$ cat src/rtl/lspc_pkg.sv
// ============================================================================
// Module      : lspc_pkg
// Description : Shared bit indices for the LSPC timer / IRQ slice.
// Revision    : 1.0 - initial release
// ============================================================================
`default_nettype none

package lspc_pkg;

  localparam int ACK_RESET = 0;
  localparam int ACK_VBL   = 1;
  localparam int ACK_TIMER = 2;

  localparam int TM_RELOAD_WR   = 0;
  localparam int TM_RELOAD_VBL  = 1;
  localparam int TM_RELOAD_ZERO = 2;

  typedef logic [2:0] timer_mode_t;

endpackage : lspc_pkg

`default_nettype wire

$ cat src/rtl/lspc_irq_flag.sv
// ============================================================================
// Module      : lspc_irq_flag
// Description : One pending-interrupt flag; set dominates clear, output is
//               the registered flag inverted (active-low request).
// Revision    : 1.0 - initial release
// ============================================================================
`default_nettype none

module lspc_irq_flag #(
  parameter bit RESET_VAL = 1'b0
) (
  input  logic clk_i,
  input  logic rst_ni,
  input  logic set_i,
  input  logic clr_i,
  output logic irq_no
);

  logic pend_q;
  logic pend_d;

  always_comb begin
    pend_d = set_i | (pend_q & ~clr_i);
  end

  always_ff @(posedge clk_i or negedge rst_ni) begin
    if (!rst_ni) begin
      pend_q <= RESET_VAL;
    end else begin
      pend_q <= pend_d;
    end
  end

  assign irq_no = ~pend_q;

endmodule : lspc_irq_flag

`default_nettype wire

$ cat src/rtl/lspc_timer_irq.sv
// ============================================================================
// Module      : lspc_timer_irq
// Description : LSPC raster timer (pixel-rate down-counter with reload) and
//               the VBL / timer / reset pending-interrupt lines.
// Revision    : 1.0 - initial release
// ============================================================================
`default_nettype none

module lspc_timer_irq
  import lspc_pkg::*;
#(
  parameter int TIMER_W          = 32,
  parameter bit RESET_IRQ_AT_POR = 1'b1
) (
  input  logic               CLK_24M,
  input  logic               RESET,
  input  logic               PIXEL_EN,
  input  logic               VBLANK_START,
  input  logic               PAL_STOP_ZONE,
  input  logic [15:0]        M68K_DATA,
  input  logic               WR_TIMER_HIGH,
  input  logic               WR_TIMER_LOW,
  input  logic               WR_IRQ_ACK,
  input  logic [2:0]         TIMER_MODE,
  input  logic               TIMER_IRQ_EN,
  input  logic               TIMER_STOP,
  output logic [TIMER_W-1:0] TIMER_COUNT,
  output logic               nIRQ_VBL,
  output logic               nIRQ_TIMER,
  output logic               nIRQ_RESET
);

  localparam int HI_W = TIMER_W - 16;

  logic               wr_hi_q, wr_lo_q, wr_ack_q;
  logic               hi_commit, lo_commit, ack_commit;
  logic [TIMER_W-1:0] count_q, count_d;
  logic [TIMER_W-1:0] reload_q, reload_d;
  logic               tick;
  logic               timer_evt;
  timer_mode_t        mode;

  assign mode = TIMER_MODE;

  // A commit is the first low cycle of a strobe: holding it low never re-fires.
  assign hi_commit  = ~WR_TIMER_HIGH & wr_hi_q;
  assign lo_commit  = ~WR_TIMER_LOW  & wr_lo_q;
  assign ack_commit = ~WR_IRQ_ACK    & wr_ack_q;

  assign tick      = PIXEL_EN & ~(TIMER_STOP & PAL_STOP_ZONE);
  assign timer_evt = tick & (count_q == '0);

  always_comb begin
    reload_d = reload_q;
    count_d  = count_q;

    if (hi_commit) begin
      reload_d[TIMER_W-1:16] = HI_W'(M68K_DATA);
    end
    if (lo_commit) begin
      reload_d[15:0] = M68K_DATA;
    end

    // Low-write reload beats vblank reload beats the pixel tick.
    if (lo_commit && mode[TM_RELOAD_WR]) begin
      count_d = {reload_q[TIMER_W-1:16], M68K_DATA};
    end else if (VBLANK_START && mode[TM_RELOAD_VBL]) begin
      count_d = reload_q;
    end else if (tick) begin
      if (count_q == '0) begin
        count_d = mode[TM_RELOAD_ZERO] ? reload_q : '1;
      end else begin
        count_d = count_q - TIMER_W'(1);
      end
    end
  end

  always_ff @(posedge CLK_24M or negedge RESET) begin
    if (!RESET) begin
      wr_hi_q  <= 1'b1;
      wr_lo_q  <= 1'b1;
      wr_ack_q <= 1'b1;
      count_q  <= '0;
      reload_q <= '0;
    end else begin
      wr_hi_q  <= WR_TIMER_HIGH;
      wr_lo_q  <= WR_TIMER_LOW;
      wr_ack_q <= WR_IRQ_ACK;
      count_q  <= count_d;
      reload_q <= reload_d;
    end
  end

  assign TIMER_COUNT = count_q;

  lspc_irq_flag #(.RESET_VAL(1'b0)) u_flag_vbl (
    .clk_i  (CLK_24M),
    .rst_ni (RESET),
    .set_i  (VBLANK_START),
    .clr_i  (ack_commit & M68K_DATA[ACK_VBL]),
    .irq_no (nIRQ_VBL)
  );

  lspc_irq_flag #(.RESET_VAL(1'b0)) u_flag_timer (
    .clk_i  (CLK_24M),
    .rst_ni (RESET),
    .set_i  (timer_evt & TIMER_IRQ_EN),
    .clr_i  (ack_commit & M68K_DATA[ACK_TIMER]),
    .irq_no (nIRQ_TIMER)
  );

  lspc_irq_flag #(.RESET_VAL(RESET_IRQ_AT_POR)) u_flag_reset (
    .clk_i  (CLK_24M),
    .rst_ni (RESET),
    .set_i  (1'b0),
    .clr_i  (ack_commit & M68K_DATA[ACK_RESET]),
    .irq_no (nIRQ_RESET)
  );

endmodule : lspc_timer_irq

`default_nettype wire

$ cat config.mk
export PLATFORM = sky130hd
export DESIGN_NAME = lspc_timer_irq
export DESIGN_NICKNAME = d
export VERILOG_FILES = /design/src/rtl/lspc_pkg.sv /design/src/rtl/lspc_irq_flag.sv /design/src/rtl/lspc_timer_irq.sv
export SDC_FILE = /design/constraint.sdc
export NUM_CORES = 1
export LEC_CHECK = 0
export ABC_AREA = 1
export CAP_MARGIN = 25
export CORE_MARGIN = 5
export CORE_UTILIZATION = 50
export DETAILED_ROUTE_END_ITERATION = 16
export PLACE_DENSITY = 0.79
export REMOVE_ABC_BUFFERS = 1
export SLEW_MARGIN = 20
export SYNTH_ARGS = -nofsm -noshare
export SYNTH_HDL_FRONTEND = slang
export SYNTH_SLANG_ARGS = --single-unit
$ cat constraint.sdc
create_clock -name CLK_24M -period 1.7 [get_ports CLK_24M]
set_input_delay 0.34 -clock CLK_24M [delete_from_list [all_inputs] [get_ports CLK_24M]]
set_output_delay 0.34 -clock CLK_24M [all_outputs]
set_load 0.05 [all_outputs]
==> results_dict.tcl, run 1 <==
set metrics [dict create \
    die_h_um 106 \
    drtAntennaViolNets 0 \
    finalCriticalPeriod_ns 1.95 \
    synth_xor_area_share_pct 1.91 \
    first_pass_iters 6 \
    syn_area_per_cell_um2 6.93 \
    fin_cells 925 \
    crit_path_cell_trace "inv_2 -> ha_4 -> nand2_4 -> nor2_4 -> nand3_4 -> inv_4 -> nand2_4 -> clkbuf_16 -> nand3_4 -> nand2_2 -> clkinv_1 -> nand2_1 -> a21oi_1" \
    critPathArrivalTime_ns 2.22 \
    clock_skew_ns 0.0133 \
    insertion_delay_ns 0.37 \
    synthAdderAreaFrac_pct 0.546 \
    relSlewSlack_pct 74.6 \
    crit_required_ns 1.97 \
    antenna_found_initial 0 \
    n_antenna_cell 0 \
    num_rows 35 \
    leakagePower_uw 0.00356 \
    root_buffer "clkbuf_8" \
    drtIter0Drc 462 \
    start_util_pct 50.4 \
    worstPathMaxFanout 6 \
    synth_mux_area_share_pct 0 \
    maxCapViolations 0 \
    maxSlewViolCount 0 \
    grt.overflow.total 0 \
    worstMarginPinSlew_ns 0.381 \
    fin_nets 841 \
    end_kind "flop" \
    routed_wl_um 16300 \
    yosys.area_share.simple_pct 34.6 \
    clk_pin_slew_worst_paths_ns 0.08 \
    synth_top_family_by_area "simple AND/OR/NAND/NOR gates" \
    avgRoutedWirePerCell_um 17.6 \
    netlist_instances 662 \
    dpl.hpwl_um 10200 \
    final_layout_size_suffix_gt1_share_pct 39.4 \
    placeableCoreArea_um2 9110 \
    hold_slack_ns -0.0128 \
    viasPerCell 5.54 \
    critical-path-top-delay-family "simple AND/OR/NAND/NOR gates" \
    cts_sinks 70 \
    synth_top_area_share_pct 36.0 \
    post-place-cells 901 \
    grt_start_max_net_pins 71 \
    worstSetupStartpointType "flop" \
    cts_tree "done" \
    power_density_nw_per_um2 1090 \
    ys_seq_area_share_pct 38.3 \
    top_layer_used "met4" \
    ir_drop_uv 723 \
    hold_class "in -> async" \
    grtUsageTotal_pct 25.3 \
    yosys.area.top_type "dfrtp_1" \
    grt_pass1_wl_um 22900 \
    place.gp.congestion 0.939 \
    cpPeakStageDelay_ns 0.45 \
    fmax_mhz 512 \
    worstSetupPathType "reg -> reg" \
    port_buffers 63 \
    rr_startpoint "TIMER_COUNT[1]" \
    violations "negative hold slack, negative setup slack" \
    hold_buffers 0 \
    yosysWarnings 0 \
    final-hold-violation-count 12 \
    utilization_pct 77.0 \
    dieArea_um2 11200 \
    ctsLongestPathBuffers 2 \
    wl_met1_um 6350 \
    ctsHtreeMaxLevel 3 \
    ys_top_cells_by_area "dfrtp_1 36%, nand2_1 14%, inv_1 8.7%" \
    cts_buffers 9 \
    cp_num_buf_inv 4 \
    status "complete, but fails checks" \
    startpoint "TIMER_COUNT[1]" \
    synth-seq-cells 70 \
    routed-wl-met3_um 1170 \
    critPathSlowestCell "dfrtp_1" \
    first_global_vias 4751 \
    syn2layout_area_growth_pct 52.9 \
    setup_viol 33 \
    yosysUniqueCellTypes 34 \
    drc 0 \
    min_period_over_period_pct 115 \
    rsz0062_at_grt "yes" \
    ios 64 \
    met2_length_um 7980 \
    layout_setup_ws_ns -0.254 \
    vias 5126 \
    die_w_um 106 \
    synth_compound_area_share_pct 11.9 \
    netlist_area_um2 4590 \
]
## through the flow
step | setup TNS, ns | instance area [µm²] | setup WS [ns] | power [µW]
2_1_floorplan | -35.35 | 4460 | -1.20 | 3950
3_3_place_gp | -3.06 | 6150 | -0.156 | 5660
3_5_place_dp | -4.51 | 6150 | -0.216 | 5730
4_1_cts | -0.0128 | 6440 | -0.0100 | 7200
5_1_grt | -5.82 | 7020 | -0.321 | 8020
6_report | -3.32 | 7020 | -0.254 | 7680
## cell families after synthesis
logic type | Yosys count
AOI/OAI and AO/OA | 97
buffers and inverters | 143
adders and majority gates | 2
and+or+nand+nor | 340
DFF | 70
xor gates and xnor gates | 10
## area by class of cell
cell class / instances / area [µm²]
multi-input cells: 451 / 2790
clock inverters: 3 / 43.8
repair buffers: 155 / 1660
inverters: 123 / 464
flip-flops and latches: 70 / 1760
well taps: 111 / 139
clock buffers: 12 / 155
fillers: 580 / 2090
## state kept, by name (all words and copies together), names as in the netlist
| signal | count |
|---|---|
| u_flag_reset.pend_q | 1 |
| u_flag_vbl.pend_q | 1 |
| wr_ack_q | 1 |
| wr_lo_q | 1 |
| wr_hi_q | 1 |
| TIMER_COUNT | 32 |
| u_flag_timer.pend_q | 1 |
| reload_q | 32 |
## worst register-to-register path, stage by stage, from the launching register on
cell	delay (ns)
dfrtp_1	0.45
inv_2	0.15
ha_4	0.17
nand2_4	0.05
nor2_4	0.09
nand3_4	0.13
inv_4	0.08
nand2_4	0.08
clkbuf_16	0.19
nand3_4	0.07
nand2_2	0.05
clkinv_1	0.05
nand2_1	0.04
a21oi_1	0.24
## per-layer routing
layer | global-route usage, % | vias up
met5 | 0 | -
li1 | - | 2325
met3 | 3.43 | 71
met2 | 43.1 | 280
met1 | 33.0 | 2450
met4 | 8.79 | 0
## cells in the mapped netlist
library cell and n:
buf_2 5, nor3_1 4, o21ai_1 9, nor2_1 62, inv_2 6, ha_1 2
nand3_4 1, nor2_2 16, inv_1 106, buf_4 1, nand3_1 42, nand2_1 167
o21bai_2 1, dfrtp_1 66, nand4_1 5, o21ai_2 2, nand3b_1 4, nor2_4 7
nand2_4 5, a21oi_1 14, xor2_1 3, o21bai_1 1, a21oi_2 11, dfstp_2 4
a22oi_1 1, buf_12 1, buf_1 2, clkbuf_1 8, nand2_2 26, buf_6 3
xnor2_1 7, o21ai_0 58, clkinv_1 11, nor2_8 1
## path summary, 6_finish.rpt
kind                       slack [ns]  cells after the start             endpoint
min in group CLK_24M             0.40                      1             wr_ack_q
hold / removal                  -0.01                      2       TIMER_COUNT[1]
hold reg to reg                  0.47                      2  u_flag_reset.pend_q
setup reg to reg                -0.25                     13       TIMER_COUNT[1]
setup / recovery                -0.25                     13       TIMER_COUNT[1]
max in group asynchronous        1.38                      2              wr_lo_q
## layout by cell type, fill, tap and decap left out, types with 17 or more instances in the layout
master,count
nor2_2,22
nand2_2,45
inv_1,103
nand2_1,137
buf_4,88
o21ai_0,56
nand3_1,23
nor2_1,44
inv_2,18
a21oi_2,17
nor2_4,19
buf_12,31
dfrtp_1,62
clkdlybuf4s50_1,27
## power by group
| part | internal, µW | total, µW | switching (µW) |
|---|---|---|---|
| Sequential | 1950 | 2230 | 277 |
| Combinational | 1730 | 4020 | 2290 |
| Clock | 751 | 1430 | 679 |
| Total | 4430 | 7680 | 3240 |
## repair_timing
action / CTS / global route
gates resized for setup: 20 / 128
pin swaps: 5 / 41
cloned: 0 / 3
endpoints found under the setup margin: 31 / 32
endpoints found under the hold margin: 0 / 0
buffers inserted: 1 / 6
No activity file was read; power rests on OpenSTA's default activity.
==> run 2: changes to the inputs <==
--- a/config.mk
+++ b/config.mk
@@ -12,7 +12,7 @@
 export DETAILED_ROUTE_END_ITERATION = 16
 export PLACE_DENSITY = 0.79
 export REMOVE_ABC_BUFFERS = 1
-export SLEW_MARGIN = 20
+export SLEW_MARGIN = 5
 export SYNTH_ARGS = -nofsm -noshare
 export SYNTH_HDL_FRONTEND = slang
 export SYNTH_SLANG_ARGS = --single-unit
==> results of run 2 <==
No change in the layout: final DEF, timing and power equal those of run 1.
==> run 3: changes to the inputs <==
--- a/config.mk
+++ b/config.mk
@@ -8,9 +8,10 @@
 export ABC_AREA = 1
 export CAP_MARGIN = 25
 export CORE_MARGIN = 5
-export CORE_UTILIZATION = 50
+export CORE_UTILIZATION = 52
+export CTS_BUF_LIST = sky130_fd_sc_hd__clkbuf_8
 export DETAILED_ROUTE_END_ITERATION = 16
-export PLACE_DENSITY = 0.79
+export PLACE_DENSITY = 0.81
 export REMOVE_ABC_BUFFERS = 1
 export SLEW_MARGIN = 5
 export SYNTH_ARGS = -nofsm -noshare
==> results_dict.tcl, run 3 (same netlist as run 1, synthesis figures left out) <==
set metrics [dict create \
    status "complete, but fails checks" \
    violations "negative hold slack, negative setup slack" \
    final_common_cell "nand2_1" \
    grt.overflow.total 0 \
    place.gp.congestion 0.939 \
    critPathSlowestCell "dfrtp_1" \
    dpl.hpwl_um 10200 \
    relSlewSlack_pct 73.1 \
    num_rows 34 \
    worstSetupPathType "reg -> reg" \
    layout_setup_ws_ns -0.179 \
    place_ws_ns -0.241 \
    rsz0062_at_grt "yes" \
    hold_slack_ns -0.0363 \
    ff2ff_setup_slack_ns -0.18 \
    cpPeakStageDelay_ns 0.41 \
    grt_pass1_wl_um 24400 \
    clock_skew_ns 0.0122 \
    final-hold-violation-count 22 \
    syn2layout_area_growth_pct 47.9 \
    worstPathMaxFanout 4 \
    ctsLongestPathBuffers 2 \
    first_pass_iters 5 \
    routed_wl_um 16400 \
    end_kind "flop" \
    hold_class "in -> async" \
    final_layout_size_suffix_gt1_share_pct 36.0 \
    first_global_vias 5037 \
    ctsHtreeMaxLevel 3 \
    crit_required_ns 2.00 \
    drc 0 \
    setup_viol 31 \
    clk_pin_slew_worst_paths_ns 0.08 \
    crit_path_cell_trace "inv_2 -> ha_4 -> nand2_4 -> nor2_2 -> buf_4 -> nand3b_1 -> nand2_1 -> nor2_1 -> nor2_1 -> nand2_2 -> a21oi_2" \
    vias 5225 \
    drtIter0Drc 515 \
    ios 64 \
    die_w_um 104 \
    avgRoutedWirePerCell_um 17.9 \
    layout_common_cells "142 x nand2_1, 104 x inv_1, 84 x buf_4" \
    worstSetupStartpointType "flop" \
    grtUsageTotal_pct 27.6 \
    fmax_mhz 532 \
    cts_sinks 70 \
    start_util_pct 52.9 \
    grt_start_max_net_pins 71 \
    critPathArrivalTime_ns 2.17 \
    maxCapViolations 0 \
    finalCriticalPeriod_ns 1.88 \
    ir_drop_uv 757 \
    n_antenna_cell 0 \
    min_period_over_period_pct 111 \
    root_buffer "clkbuf_8" \
    antenna_found_initial 0 \
    power_density_nw_per_um2 1090 \
    dieArea_um2 10800 \
    viasPerCell 5.69 \
    drtAntennaViolNets 0 \
    cts_buffers 9 \
    cts_tree "done" \
    critPathMostFrequentCell "nor2_1" \
    port_buffers 63 \
    insertion_delay_ns 0.37 \
    maxSlewViolCount 0 \
    critical-path-top-delay-family "simple AND/OR/NAND/NOR gates" \
    fin_nets 836 \
    worstMarginPinSlew_ns 0.403 \
    cp_num_buf_inv 2 \
    die_h_um 104 \
    placeableCoreArea_um2 8680 \
    leakagePower_uw 0.00347 \
]
run 3: routing by layer:
metal | up-vias | wire [µm] | GRT usage, %
met1 | 2450 | 6080 | 34.7
met5 | - | 0 | 0
met2 | 336 | 7910 | 46.6
li1 | 2317 | - | -
met3 | 122 | 1400 | 4.66
met4 | 0 | 1040 | 12.2
run 3: timing repair:
action	4_1_cts	5_1_grt
hold buffers	0	0
gates resized for setup	41	71
gates cloned	2	0
endpoints found under the setup margin	32	32
setup buffers	2	5
pin swaps	25	27
run 3: layout make-up:
type | instances | area (µm²)
multi-input cells | 451 | 2640
flip-flops and latches | 70 | 1770
fillers | 577 | 1890
inverters | 123 | 462
repair buffers | 150 | 1610
clock inverters | 6 | 38.8
well taps | 108 | 135
clock buffers | 10 | 138
run 3: report_power, final:
part / switching (µW) / internal (µW) / leakage, µW / total [µW]
Combinational: 2220 / 1660 / 0.00255 / 3880
Clock: 722 / 567 / 0.0000938 / 1290
Sequential: 295 / 1960 / 0.000826 / 2250
run 3: metrics by stage:
stage	power (µW)	TNS, ns	instance area, µm²	utilization, %	std cells
after floorplan	3950	-35.35	4460	-	642
after global placement	5610	-3.61	6120	70.5	894
after detailed placement	5700	-5.35	6120	70.5	894
after CTS	7110	-0.603	6500	74.9	914
after global routing	7750	-4.80	6780	78.2	918
final	7420	-2.56	6780	78.2	918
run 3: final timing paths:
path	startpoint	end	cells past startpoint
max	TIMER_COUNT[0]	TIMER_COUNT[14]	11
max reg2reg	TIMER_COUNT[0]	TIMER_COUNT[14]	11
min reg2reg	u_flag_reset.pend_q	u_flag_reset.pend_q	2
max in group asynchronous	RESET	TIMER_COUNT[12]	2
min	RESET	reload_q[19]	2
min in group CLK_24M	WR_TIMER_HIGH	wr_hi_q	1
run 3: worst reg2reg max path: cells and delay by family, from the launching register on:
kind                       cells  cell delay, ns
AOI/OAI and AO/OA              1            0.14
buffers and inverters          2            0.33
and+or+nand+nor                7            0.76
adders and majority gates      1            0.17
DFF                            1            0.41
